`src/rtl/fpadd_pkg.sv`:
```
// Shared types and constants for the floating-point adder issuer.
// Covers the issuer FSM state encoding and the IEEE-754 single-precision word format.
package fpadd_pkg;

    localparam int FP_W = 32;
    localparam logic [FP_W-1:0] FP_QNAN = 32'h7FC00000;

    typedef enum logic [2:0] {
        IDLE,
        ISSUE,
        ARM,
        WAIT,
        HOLD
    } state_e;

endpackage

```
`src/rtl/fpadd_issue_fifo.sv`:
```
// Operand FIFO for the adder issuer: DEPTH x W storage, extra pointer MSB separates full from empty.
// The head entry is presented combinationally so the issuer can latch it on the issue edge.
module fpadd_issue_fifo #(
    parameter int DEPTH = 4,
    parameter int W     = 64
) (
    input  logic         clk,
    input  logic         reset_n,
    input  logic         push_i,
    input  logic [W-1:0] wr_data_i,
    input  logic         pop_i,
    output logic [W-1:0] head_o,
    output logic         full_o,
    output logic         empty_o
);

    localparam int AW = $clog2(DEPTH);

    logic [W-1:0] mem_q [DEPTH];
    logic [AW:0]  wr_ptr_q;
    logic [AW:0]  rd_ptr_q;
    logic         do_push;
    logic         do_pop;

    assign empty_o = (wr_ptr_q == rd_ptr_q);
    assign full_o  = (wr_ptr_q[AW] != rd_ptr_q[AW]) &&
                     (wr_ptr_q[AW-1:0] == rd_ptr_q[AW-1:0]);
    assign head_o  = mem_q[rd_ptr_q[AW-1:0]];
    assign do_push = push_i && !full_o;
    assign do_pop  = pop_i && !empty_o;

    always_ff @(posedge clk or negedge reset_n) begin
        if (!reset_n) begin
            wr_ptr_q <= '0;
            rd_ptr_q <= '0;
        end else begin
            if (do_push) begin
                wr_ptr_q <= wr_ptr_q + (AW+1)'(1);
            end
            if (do_pop) begin
                rd_ptr_q <= rd_ptr_q + (AW+1)'(1);
            end
        end
    end

    // Storage has no reset: stale words are unreachable once the pointers clear.
    always_ff @(posedge clk) begin
        if (do_push) begin
            mem_q[wr_ptr_q[AW-1:0]] <= wr_data_i;
        end
    end

endmodule

```
`src/rtl/fpadd_issuer.sv`:
```
// Issues buffered operand pairs one at a time to a start/done FP adder and returns results
// on a valid/ready stream; a watchdog substitutes a flagged QNaN if the adder never finishes.
module fpadd_issuer
    import fpadd_pkg::*;
#(
    parameter int DEPTH   = 4,
    parameter int TIMEOUT = 64
) (
    input  logic            clk,
    input  logic            reset_n,
    input  logic            in_valid,
    output logic            in_ready,
    input  logic [FP_W-1:0] in_a,
    input  logic [FP_W-1:0] in_b,
    output logic            out_valid,
    input  logic            out_ready,
    output logic [FP_W-1:0] out_sum,
    output logic            out_err,
    output logic            fp_start,
    output logic [FP_W-1:0] fp_a,
    output logic [FP_W-1:0] fp_b,
    input  logic [FP_W-1:0] fp_sum,
    input  logic            fp_done,
    output logic            busy
);

    localparam int CW = $clog2(TIMEOUT);
    localparam logic [CW-1:0] CNT_MAX = CW'(TIMEOUT - 1);

    state_e              state_q;
    logic [CW-1:0]       cnt_q;
    logic                fp_start_q;
    logic [FP_W-1:0]     fp_a_q;
    logic [FP_W-1:0]     fp_b_q;
    logic                out_valid_q;
    logic [FP_W-1:0]     out_sum_q;
    logic                out_err_q;

    logic                fifo_full;
    logic                fifo_empty;
    logic [2*FP_W-1:0]   fifo_head;
    logic                issue_go;

    fpadd_issue_fifo #(
        .DEPTH (DEPTH),
        .W     (2*FP_W)
    ) u_fifo (
        .clk       (clk),
        .reset_n   (reset_n),
        .push_i    (in_valid),
        .wr_data_i ({in_a, in_b}),
        .pop_i     (state_q == ISSUE),
        .head_o    (fifo_head),
        .full_o    (fifo_full),
        .empty_o   (fifo_empty)
    );

    // A new operation may start from IDLE, or straight out of HOLD as the result is taken.
    assign issue_go = !fifo_empty &&
                      ((state_q == IDLE) || ((state_q == HOLD) && out_ready));

    always_ff @(posedge clk or negedge reset_n) begin
        if (!reset_n) begin
            state_q     <= IDLE;
            cnt_q       <= '0;
            fp_start_q  <= 1'b0;
            fp_a_q      <= '0;
            fp_b_q      <= '0;
            out_valid_q <= 1'b0;
            out_sum_q   <= '0;
            out_err_q   <= 1'b0;
        end else begin
            fp_start_q <= 1'b0;
            if (issue_go) begin
                fp_start_q <= 1'b1;
                fp_a_q     <= fifo_head[2*FP_W-1:FP_W];
                fp_b_q     <= fifo_head[FP_W-1:0];
            end
            case (state_q)
                IDLE: begin
                    if (issue_go) begin
                        state_q <= ISSUE;
                    end
                end
                ISSUE: begin
                    state_q <= ARM;
                end
                // fp_done may still reflect the previous operation here, so it is not looked at.
                ARM: begin
                    cnt_q   <= '0;
                    state_q <= WAIT;
                end
                WAIT: begin
                    if (fp_done) begin
                        out_sum_q   <= fp_sum;
                        out_err_q   <= 1'b0;
                        out_valid_q <= 1'b1;
                        state_q     <= HOLD;
                    end else if (cnt_q == CNT_MAX) begin
                        out_sum_q   <= FP_QNAN;
                        out_err_q   <= 1'b1;
                        out_valid_q <= 1'b1;
                        state_q     <= HOLD;
                    end else begin
                        cnt_q <= cnt_q + CW'(1);
                    end
                end
                HOLD: begin
                    if (out_ready) begin
                        out_valid_q <= 1'b0;
                        state_q     <= issue_go ? ISSUE : IDLE;
                    end
                end
                default: begin
                    state_q <= IDLE;
                end
            endcase
        end
    end

    assign in_ready  = !fifo_full;
    assign out_valid = out_valid_q;
    assign out_sum   = out_sum_q;
    assign out_err   = out_err_q;
    assign fp_start  = fp_start_q;
    assign fp_a      = fp_a_q;
    assign fp_b      = fp_b_q;
    assign busy      = (state_q != IDLE) || !fifo_empty;

endmodule

```
`config.mk`:
```
export PLATFORM = sky130hd
export DESIGN_NAME = fpadd_issuer
export DESIGN_NICKNAME = d
export VERILOG_FILES = /design/src/rtl/fpadd_pkg.sv /design/src/rtl/fpadd_issue_fifo.sv /design/src/rtl/fpadd_issuer.sv
export SDC_FILE = /design/constraint.sdc
export NUM_CORES = 1
export LEC_CHECK = 0
export ABC_AREA = 1
export ABC_CLOCK_PERIOD_IN_PS = 4800
export BUFFER_PORTS_ARGS = -buffer_cell sky130_fd_sc_hd__buf_2
export CELL_PAD_IN_SITES_DETAIL_PLACEMENT = 0
export CELL_PAD_IN_SITES_GLOBAL_PLACEMENT = 1
export CORE_MARGIN = 2
export CORE_UTILIZATION = 46
export DETAILED_ROUTE_END_ITERATION = 8
export PLACE_DENSITY_LB_ADDON = 0.1
export SETUP_SLACK_MARGIN = 0.15
export SYNTH_ARGS = -nofsm -noshare
export SYNTH_HDL_FRONTEND = slang
export SYNTH_SLANG_ARGS = --single-unit
```
`constraint.sdc`:
```
create_clock -name clk -period 4.8 [get_ports clk]
set_clock_uncertainty 0.2 [all_clocks]
set_input_delay 0.96 -clock clk [delete_from_list [all_inputs] [get_ports clk]]
set_output_delay 0.96 -clock clk [all_outputs]
set_load 0.1 [all_outputs]
```
Word level (Yosys, flattened, before mapping):

Memory sizes are Yosys's and may differ from the RTL's. A register that Yosys moved wholly into a read port is not among the register bits.
Index checks and enable logic that the tools add are counted.

* memory bits (writable): 256
* memories kept: 1
* flip-flop bits (word level): 50
* output and inout bits: 101
* bits of input ports: 101
* logic and storage cells: 63

Memories
* u_fifo.mem_q: depth 4, bits a word 64, read ports 1, clocked after Yosys merged registers in 1, wr ports 1, line fpadd_issue_fifo.sv:19 `logic [W-1:0] mem_q [DEPTH];`

* reductions and logical operators: 19
* add/sub/neg operators: 3
* mux-type cells: 19
* equality and inequality tests: 13

Operator list (count)
* 32-bit 2-to-1 mux: 2
* 3-bit case mux with 5 select lines: 1
* 3-bit 2-to-1 mux: 4
* 6-bit 2-to-1 mux: 2
* 6-bit case mux with 2 select lines: 1
* 3-bit AND reduction: 3
* 1-bit 2-to-1 mux: 8
* 2-bit != test (second input constant): 4
* 3-bit by 1-bit adder with 3-bit output (second input constant): 2
* 6-bit by 1-bit adder with 6-bit output (second input constant): 1
* 3-bit by 2-bit equality test with 1-bit output (second input constant): 2
* 6-bit equality test (second input constant): 1
* 2-bit nonzero test: 3
* 1-bit logical AND: 5
* 3-bit by 1-bit equality test with 1-bit output (second input constant): 1
* 3-bit equality test: 1
* 3-bit equality test (second input constant): 1
* 1-bit logical NOT: 3
* 3-bit logical NOT: 1
* 3-bit != test (second input constant): 1
* 3-bit nonzero test: 1
* 2-bit equality test: 1
* 1-bit logical OR: 2
* 1-bit case mux with 2 select lines: 1
* other kinds (2): 2

Depth between registers and ports, before layout:

Gate-level depths: netlist of the first run.

* depth after elaboration: 7
* depth in mapped cells: 10
* depth with buffers taken out: 9

Cells and area by module:

A second synthesis of the first run with hierarchy kept.

* cell total of the unflattened synthesis: 1175
* area total of the unflattened synthesis: 14358.8 um2

By module, submodules not included
* fpadd_issue_fifo: area each 9935.8 um2, cells each 678, instances 1, seq. area each 7837.5 um2
* fpadd_issuer: area each 4423.0 um2, cells each 497, instances 1, seq. area each 2702.6 um2

Least setup slack after synthesis of the first run:

Ideal clock, no wire load.

* path kind: register -> register
* start: register u_fifo.rd_ptr_q[0]
* end: memory u_fifo.mem_q[0][0], enable pin
* path slack: -0.512 ns
* stages on the path, launching flop included: 7
* period minus slack after synthesis: 5.312 ns
* arrival: 4.626 ns
* library setup time: 0.486 ns
* buffers on the path: 1
* required time: 4.114 ns
* path through: dfrtp_1 -> buf_4 -> nand2_1 -> nand2_1 -> nand4_1 -> nand2_1 -> nor2_1

* word-level cells in the longest chain between the ends: 6

Ends and longest elaborated chain
* start: declaration: line fpadd_issue_fifo.sv:21 `logic [AW:0] rd_ptr_q;`
* start signal: assignment: line fpadd_issue_fifo.sv:41 `rd_ptr_q <= rd_ptr_q + (AW+1)'(1);`
* 2-bit equality test: line fpadd_issue_fifo.sv:27 `(wr_ptr_q[AW-1:0] == rd_ptr_q[AW-1:0]);`
* 1-bit logical AND: line fpadd_issue_fifo.sv:26 `assign full_o = (wr_ptr_q[AW] != rd_ptr_q[AW]) &&`
* 1-bit logical NOT
* named net in_ready: line fpadd_issuer.sv:12 `output logic in_ready,`
* 1-bit logical AND: line fpadd_issue_fifo.sv:29 `assign do_push = push_i && !full_o;`
* 1-bit 2-to-1 mux: line fpadd_issue_fifo.sv:48 `if (do_push) begin`
* 1-bit 2-to-1 mux (not written as such): line fpadd_issue_fifo.sv:49 `mem_q[wr_ptr_q[AW-1:0]] <= wr_data_i;`
* end: declaration: line fpadd_issue_fifo.sv:19

The timed path passes the listed nets, and every way through them passes these cells.

Worst setup path in the final report of the first run:

* start: register u_fifo.rd_ptr_q[0]
* end: output port busy

* word-level cells in the longest chain between the ends: 3

Ends and longest elaborated chain
* 3-bit equality test: line fpadd_issue_fifo.sv:25 `assign empty_o = (wr_ptr_q == rd_ptr_q);`
* 1-bit logical NOT: line fpadd_issuer.sv:128 `assign busy = (state_q != IDLE) || !fifo_empty;`
* 1-bit logical OR: line fpadd_issuer.sv:128
* end: declaration: line fpadd_issuer.sv:24 `output logic busy`

No other way between the ends.

==> flow_metrics.py, run 1 <==
metrics = {
    "outcome": {
        "status": "finished clean",
    },
    "cts": {
        "post_cts_buffers": 0,
        "cts_buffers": 39,
        "hold_buffers": 0,
        "clock_path_buffers": 3,
        "clk_pin_slew_worst_paths_ps": 60,
        "cts.htree.levels": 2,
        "insertion_delay_ps": 520,
        "cts.sinks": 370,
        "cts_tree": "built",
        "cts-root-buf": "clkbuf_16",
        "ctsResizeCount": 0,
    },
    "synth": {
        "syn-cell-area_sq_um": 14000,
        "synth-async-reset-ratio_pct": 30.8,
        "ys_seq_area_share_pct": 75.2,
        "synth_xor_area_share_pct": 0.250,
        "synth_cell_types": 25,
        "yosysMostFrequentCell": "edfxtp_1",
        "yosysWarningCount": 0,
        "syn-num-nets": 1225,
        "synth_top_family_by_area": "simple AND/OR/NAND/NOR gates",
        "yosysTopAreaCell": "edfxtp_1",
        "synth_ff_type": "edfxtp_1",
        "synth_edf_count": 256,
        "ys_ff_latch": 370,
        "synth-simple-area-share_pct": 11.2,
        "syn-instance-count": 1118,
        "synth_compound_area_share_pct": 9.51,
        "yosys-mux-area-fraction_pct": 0,
        "synth_top_area_share_pct": 54.8,
        "syn_area_per_cell_sq_um": 12.5,
        "synthTopCellsByArea": "edfxtp_1 55%, dfrtp_1 20%, nand2_1 6.5%",
        "synth_common_cells": "256 x edfxtp_1, 242 x nand2_1, 150 x nor2_1, 134 x o21ai_0, 114 x dfrtp_1",
        "synth_fa_ha_area_share_pct": 0.536,
    },
    "die": {
        "coreArea_sq_um": 29800,
        "io_pins": 202,
        "std_cell_rows": 63,
        "die_w_microns": 179,
        "start_util_pct": 47.0,
        "dieArea_sq_um": 31900,
        "die_h_microns": 179,
    },
    "route": {
        "drt.antenna.violating_nets": 0,
        "via_per_inst": 5.12,
        "wl_microns": 30500,
        "vias": 8902,
        "wl_per_cell_microns": 17.5,
        "drtIter0Drc": 546,
        "route.detailed.drc": 0,
        "drt-pass1-iter-count": 5,
    },
    "global_routing": {
        "grtUsageTotal_pct": 19.0,
        "grt_pass1_wl_microns": 46800,
        "antenna_found_initial": 4,
        "grt_remaining_overflow": 0,
        "grt_max_degree": 81,
        "grt_pass1_vias": 8591,
    },
    "layout": {
        "final_nets": 1421,
        "design_area_sq_um": 16600,
        "nFillCells": 2563,
        "synthToLayoutAreaGrowth_pct": 18.6,
        "drive_above_1_share_pct": 21.7,
    },
    "timing": {
        "hold_viol_final": 0,
        "rsz0062_at_grt": "false",
        "whs_ps": 269,
        "setup_slack_ps": 864,
        "finalCritPeriodShare_pct": 82.0,
        "worst-slew-pin-transition_ps": 1150,
        "finalSetupViolCount": 0,
        "timing.slew.headroom_pct": 23.2,
        "max_freq_mhz": 254,
        "fin_crit_ps": 3940,
        "slew_viol_final": 0,
    },
    "worst_hold_path": {
        "hold_start": "fp_b[4]",
        "whs_path_depth": 2,
        "hold_path_class": "reg2reg",
        "min_to": "fp_b[4]",
    },
    "worst_setup_path": {
        "r2r-end": "u_fifo.mem_q[0][48]",
        "cp-end-kind": "output port",
        "crit_type": "reg2out",
        "path_max_fanout": 66,
        "worstRegToRegCells": 7,
        "r2r-start": "u_fifo.rd_ptr_q[0]",
        "crit_required_ps": 3640,
        "cp-startpoint": "u_fifo.rd_ptr_q[0]",
        "cp-start-kind": "flop",
        "reg2reg_slack_ps": 1340,
        "arrival_ps": 2780,
    },
    "job": {
        "drv_cap": 0,
    },
    "placement": {
        "place_congestion": 0.721,
        "post-place-ws_ps": 1280,
        "place_area_sq_um": 15400,
        "dp_hpwl_microns": 17600,
        "numPortBuffers": 201,
    },
}
[worst max-delay path by stage]
stage | to | slack, ps | depth (start not counted)
2_1_floorplan | u_fifo.mem_q[0][0] | -510 | 6
3_3_place_gp | u_fifo.mem_q[0][41] | 1370 | 7
3_5_place_dp | u_fifo.mem_q[0][42] | 1280 | 7
4_1_cts | busy | 860 | 7
5_1_grt | busy | 650 | 7
6_report | busy | 860 | 7
[cell type report]
| cell class | count | area, sq um | share of cell area [%] |
|---|---|---|---|
| repair buffers | 216 | 1140 | 6.84 |
| flip-flops and latches | 370 | 10500 | 63.4 |
| multi-input cells | 651 | 3050 | 18.4 |
| clock inverters | 12 | 93.8 | 0.565 |
| inverters | 36 | 138 | 0.828 |
| diodes | 2 | 5.00 | 0.0301 |
| clock buffers | 60 | 1160 | 7.01 |
| well taps | 390 | 488 | 2.94 |
[registers in the layout (all words and copies together) (netlist names)]
register,count
fp_start,1
u_fifo.wr_ptr_q,3
out_sum,32
state_q,3
out_valid,1
u_fifo.mem_q,256
u_fifo.rd_ptr_q,3
out_err,1
fp_a,32
fp_b,32
cnt_q,6
[worst max-delay path: stages (launching register included)]
cell     delay, ps
dfrtp_4        700
inv_4          580
nand2_1        100
nand2_1        120
nand3_2        180
nor2_1         200
inv_1           60
buf_2          290
[cell usage in the layout (no fill, tap or decap), types with 7 or more instances in the layout]
cell	count
a21oi_1	11
inv_1	30
a22o_1	23
nand2_1	242
o21ai_0	134
clkbuf_16	39
nor2_1	146
clkbuf_1	10
buf_4	14
buf_2	200
clkbuf_8	11
dfrtp_1	112
o22ai_1	64
nand3_1	7
edfxtp_1	256
[kinds of logic after synthesis]
group           after synthesis
flops                       370
buf+inv                      97
simple gates                408
fa+ha+maj                     6
compound gates              233
xor+xnor                      4
[layer usage]
metal | vias up | track usage, % | share of wire, %
met3 | 48 | 3.92 | 6.4
met4 | 4 | 4.98 | 1.8
li1 | 4314 | - | -
met1 | 4296 | 26.3 | 46
met2 | 240 | 31.0 | 46
met5 | - | 0 | 0.069
[through the flow]
step | util [%] | std cells | TNS [ps]
2_1_floorplan | - | 1118 | -131150
4_1_cts | 55.8 | 1735 | 0
3_3_place_gp | 51.5 | 1663 | 0
5_1_grt | 55.8 | 1736 | 0
6_report | 55.8 | 1737 | 0
3_5_place_dp | 51.5 | 1663 | 0
Power of run 1 is not shown: default switching activity piles up to over one toggle a cycle in this logic, so the estimate is an artifact.
==> run 2: changes to the inputs <==
ABC_CLOCK_PERIOD_IN_PS = 3640   (was 4800)
clock period = 3.64 ns   (was 4.8 ns; I/O delays follow)
==> flow_metrics.py, run 2 (same netlist as run 1, synthesis figures left out) <==
metrics = {
    "timing": {
        "finalCritPeriodShare_pct": 80.7,
        "rsz0062_at_grt": "false",
        "tns_ps": 0,
        "timing.slew.headroom_pct": 32.2,
        "worst-slew-pin-transition_ps": 1020,
        "fin_crit_ps": 2940,
        "max_freq_mhz": 340,
        "hold_viol_final": 0,
        "finalSetupViolCount": 0,
        "slew_viol_final": 0,
    },
    "layout": {
        "synthToLayoutAreaGrowth_pct": 19.2,
        "final_cell_mix": "256 x edfxtp_1, 241 x nand2_1, 200 x buf_2",
        "antenna_cells": 0,
        "fin_cells": 1738,
        "largest_reg_flops": 256,
        "drive_above_1_share_pct": 21.9,
        "final_nets": 1424,
        "final_common_cell": "edfxtp_1",
    },
    "global_routing": {
        "grt_remaining_overflow": 0,
        "grt_max_degree": 100,
        "grt_pass1_vias": 8889,
        "antenna_found_initial": 3,
        "grt_pass1_wl_microns": 49000,
        "grtUsageTotal_pct": 20.1,
    },
    "route": {
        "wl_microns": 31600,
        "via_per_inst": 5.18,
        "wl_per_cell_microns": 18.2,
        "drt.antenna.violating_nets": 0,
        "drtIter0Drc": 600,
        "vias": 9000,
        "route.detailed.drc": 0,
        "drt-pass1-iter-count": 4,
    },
    "worst_setup_path": {
        "path_delay_family": "flip-flops",
        "crit_required_ps": 2710,
        "cpMaxStageDelayCell": "dfrtp_4",
        "max_stage_delay_ps": 630,
        "crit_chain": "inv_4, nand2_1, nand2_1, nand3_2, nor2_1, inv_1, buf_2",
        "crit_top_cell": "nand2_1",
        "cp-start-kind": "flop",
        "crit_type": "reg2out",
        "arrival_ps": 2010,
        "path_max_fanout": 33,
        "cp-end-kind": "output port",
        "cp_num_buf_inv": 3,
    },
    "die": {
        "die_h_microns": 179,
        "std_cell_rows": 63,
        "start_util_pct": 47.0,
        "die_w_microns": 179,
        "coreArea_sq_um": 29800,
        "dieArea_sq_um": 31900,
        "io_pins": 202,
    },
    "cts": {
        "cts_tree": "built",
        "hold_buffers": 0,
        "cts-root-buf": "clkbuf_16",
        "clk_pin_slew_worst_paths_ps": 60,
        "cts.sinks": 370,
        "post_cts_buffers": 0,
        "cts.htree.levels": 2,
        "insertion_delay_ps": 530,
        "ctsResizeCount": 0,
        "clock_path_buffers": 3,
        "cts_buffers": 39,
    },
    "placement": {
        "numPortBuffers": 201,
        "place_congestion": 0.724,
        "dp_cells": 1666,
        "dp_hpwl_microns": 17300,
    },
    "worst_hold_path": {
        "hold_path_class": "in2async",
    },
    "outcome": {
        "status": "finished clean",
    },
    "job": {
        "drv_cap": 0,
    },
}
run 2: cell count changes in the layout (fill, tap and decap cells not counted), sizes merged:
| cell | before | now |
|---|---|---|
| clkinv | 8 | 18 |
| diode | 2 | 0 |
| clkbuf | 60 | 49 |
| inv | 39 | 37 |
| bufinv | 1 | 4 |
| buf | 216 | 219 |
run 2: layout make-up:
class	instances	area [sq um]
clock buffer	49	1070
clock inverter	23	220
fill	2604	13100
inverter	36	138
multi-input combinational	651	3050
sequential	370	10500
tap	390	488
timing repair buffer	219	1190
run 2: worst reg2reg max path, stage by stage (launching register included):
cell and delay [ps]:
dfrtp_4 630, inv_4 90, buf_4 510, buf_4 720
o21ai_0 210, o22ai_1 170, nand2_1 70, nand2_1 70
run 2: stage by stage:
| stage | util [%] | hold WS, ps | cell area [sq um] | setup slack, ps |
|---|---|---|---|---|
| after floorplan | - | 232 | 14100 | 274 |
| after global placement | 51.7 | 257 | 15400 | 978 |
| after detailed placement | 51.7 | 259 | 15400 | 910 |
| after CTS | 56.1 | 7.10 | 16700 | 651 |
| after global routing | 56.1 | 35.3 | 16700 | 530 |
| final | 56.1 | 13.5 | 16700 | 701 |
run 2: worst paths after layout:
check	start	endpoint	slack, ps	depth (start not counted)
worst max-delay path	u_fifo.rd_ptr_q[0]	busy	700	7
worst min-delay path	reset_n	u_fifo.wr_ptr_q[0]	10	1
worst max register to register	u_fifo.rd_ptr_q[0]	fp_a[5]	920	7
worst min register to register	fp_a[31]	fp_a[31]	270	2
max in group asynchronous	reset_n	u_fifo.rd_ptr_q[0]	2390	2
min in group clk	in_a[9]	u_fifo.mem_q[2][41]	210	1
run 2: layer usage:
| metal | wire length, microns | global-route usage [%] |
|---|---|---|
| met3 | 1750 | 3.54 |
| met5 | 34 | 0 |
| met4 | 587 | 5.42 |
| met2 | 14700 | 32.4 |
| met1 | 14500 | 28.3 |
Power of run 2 is left out for the same reason.
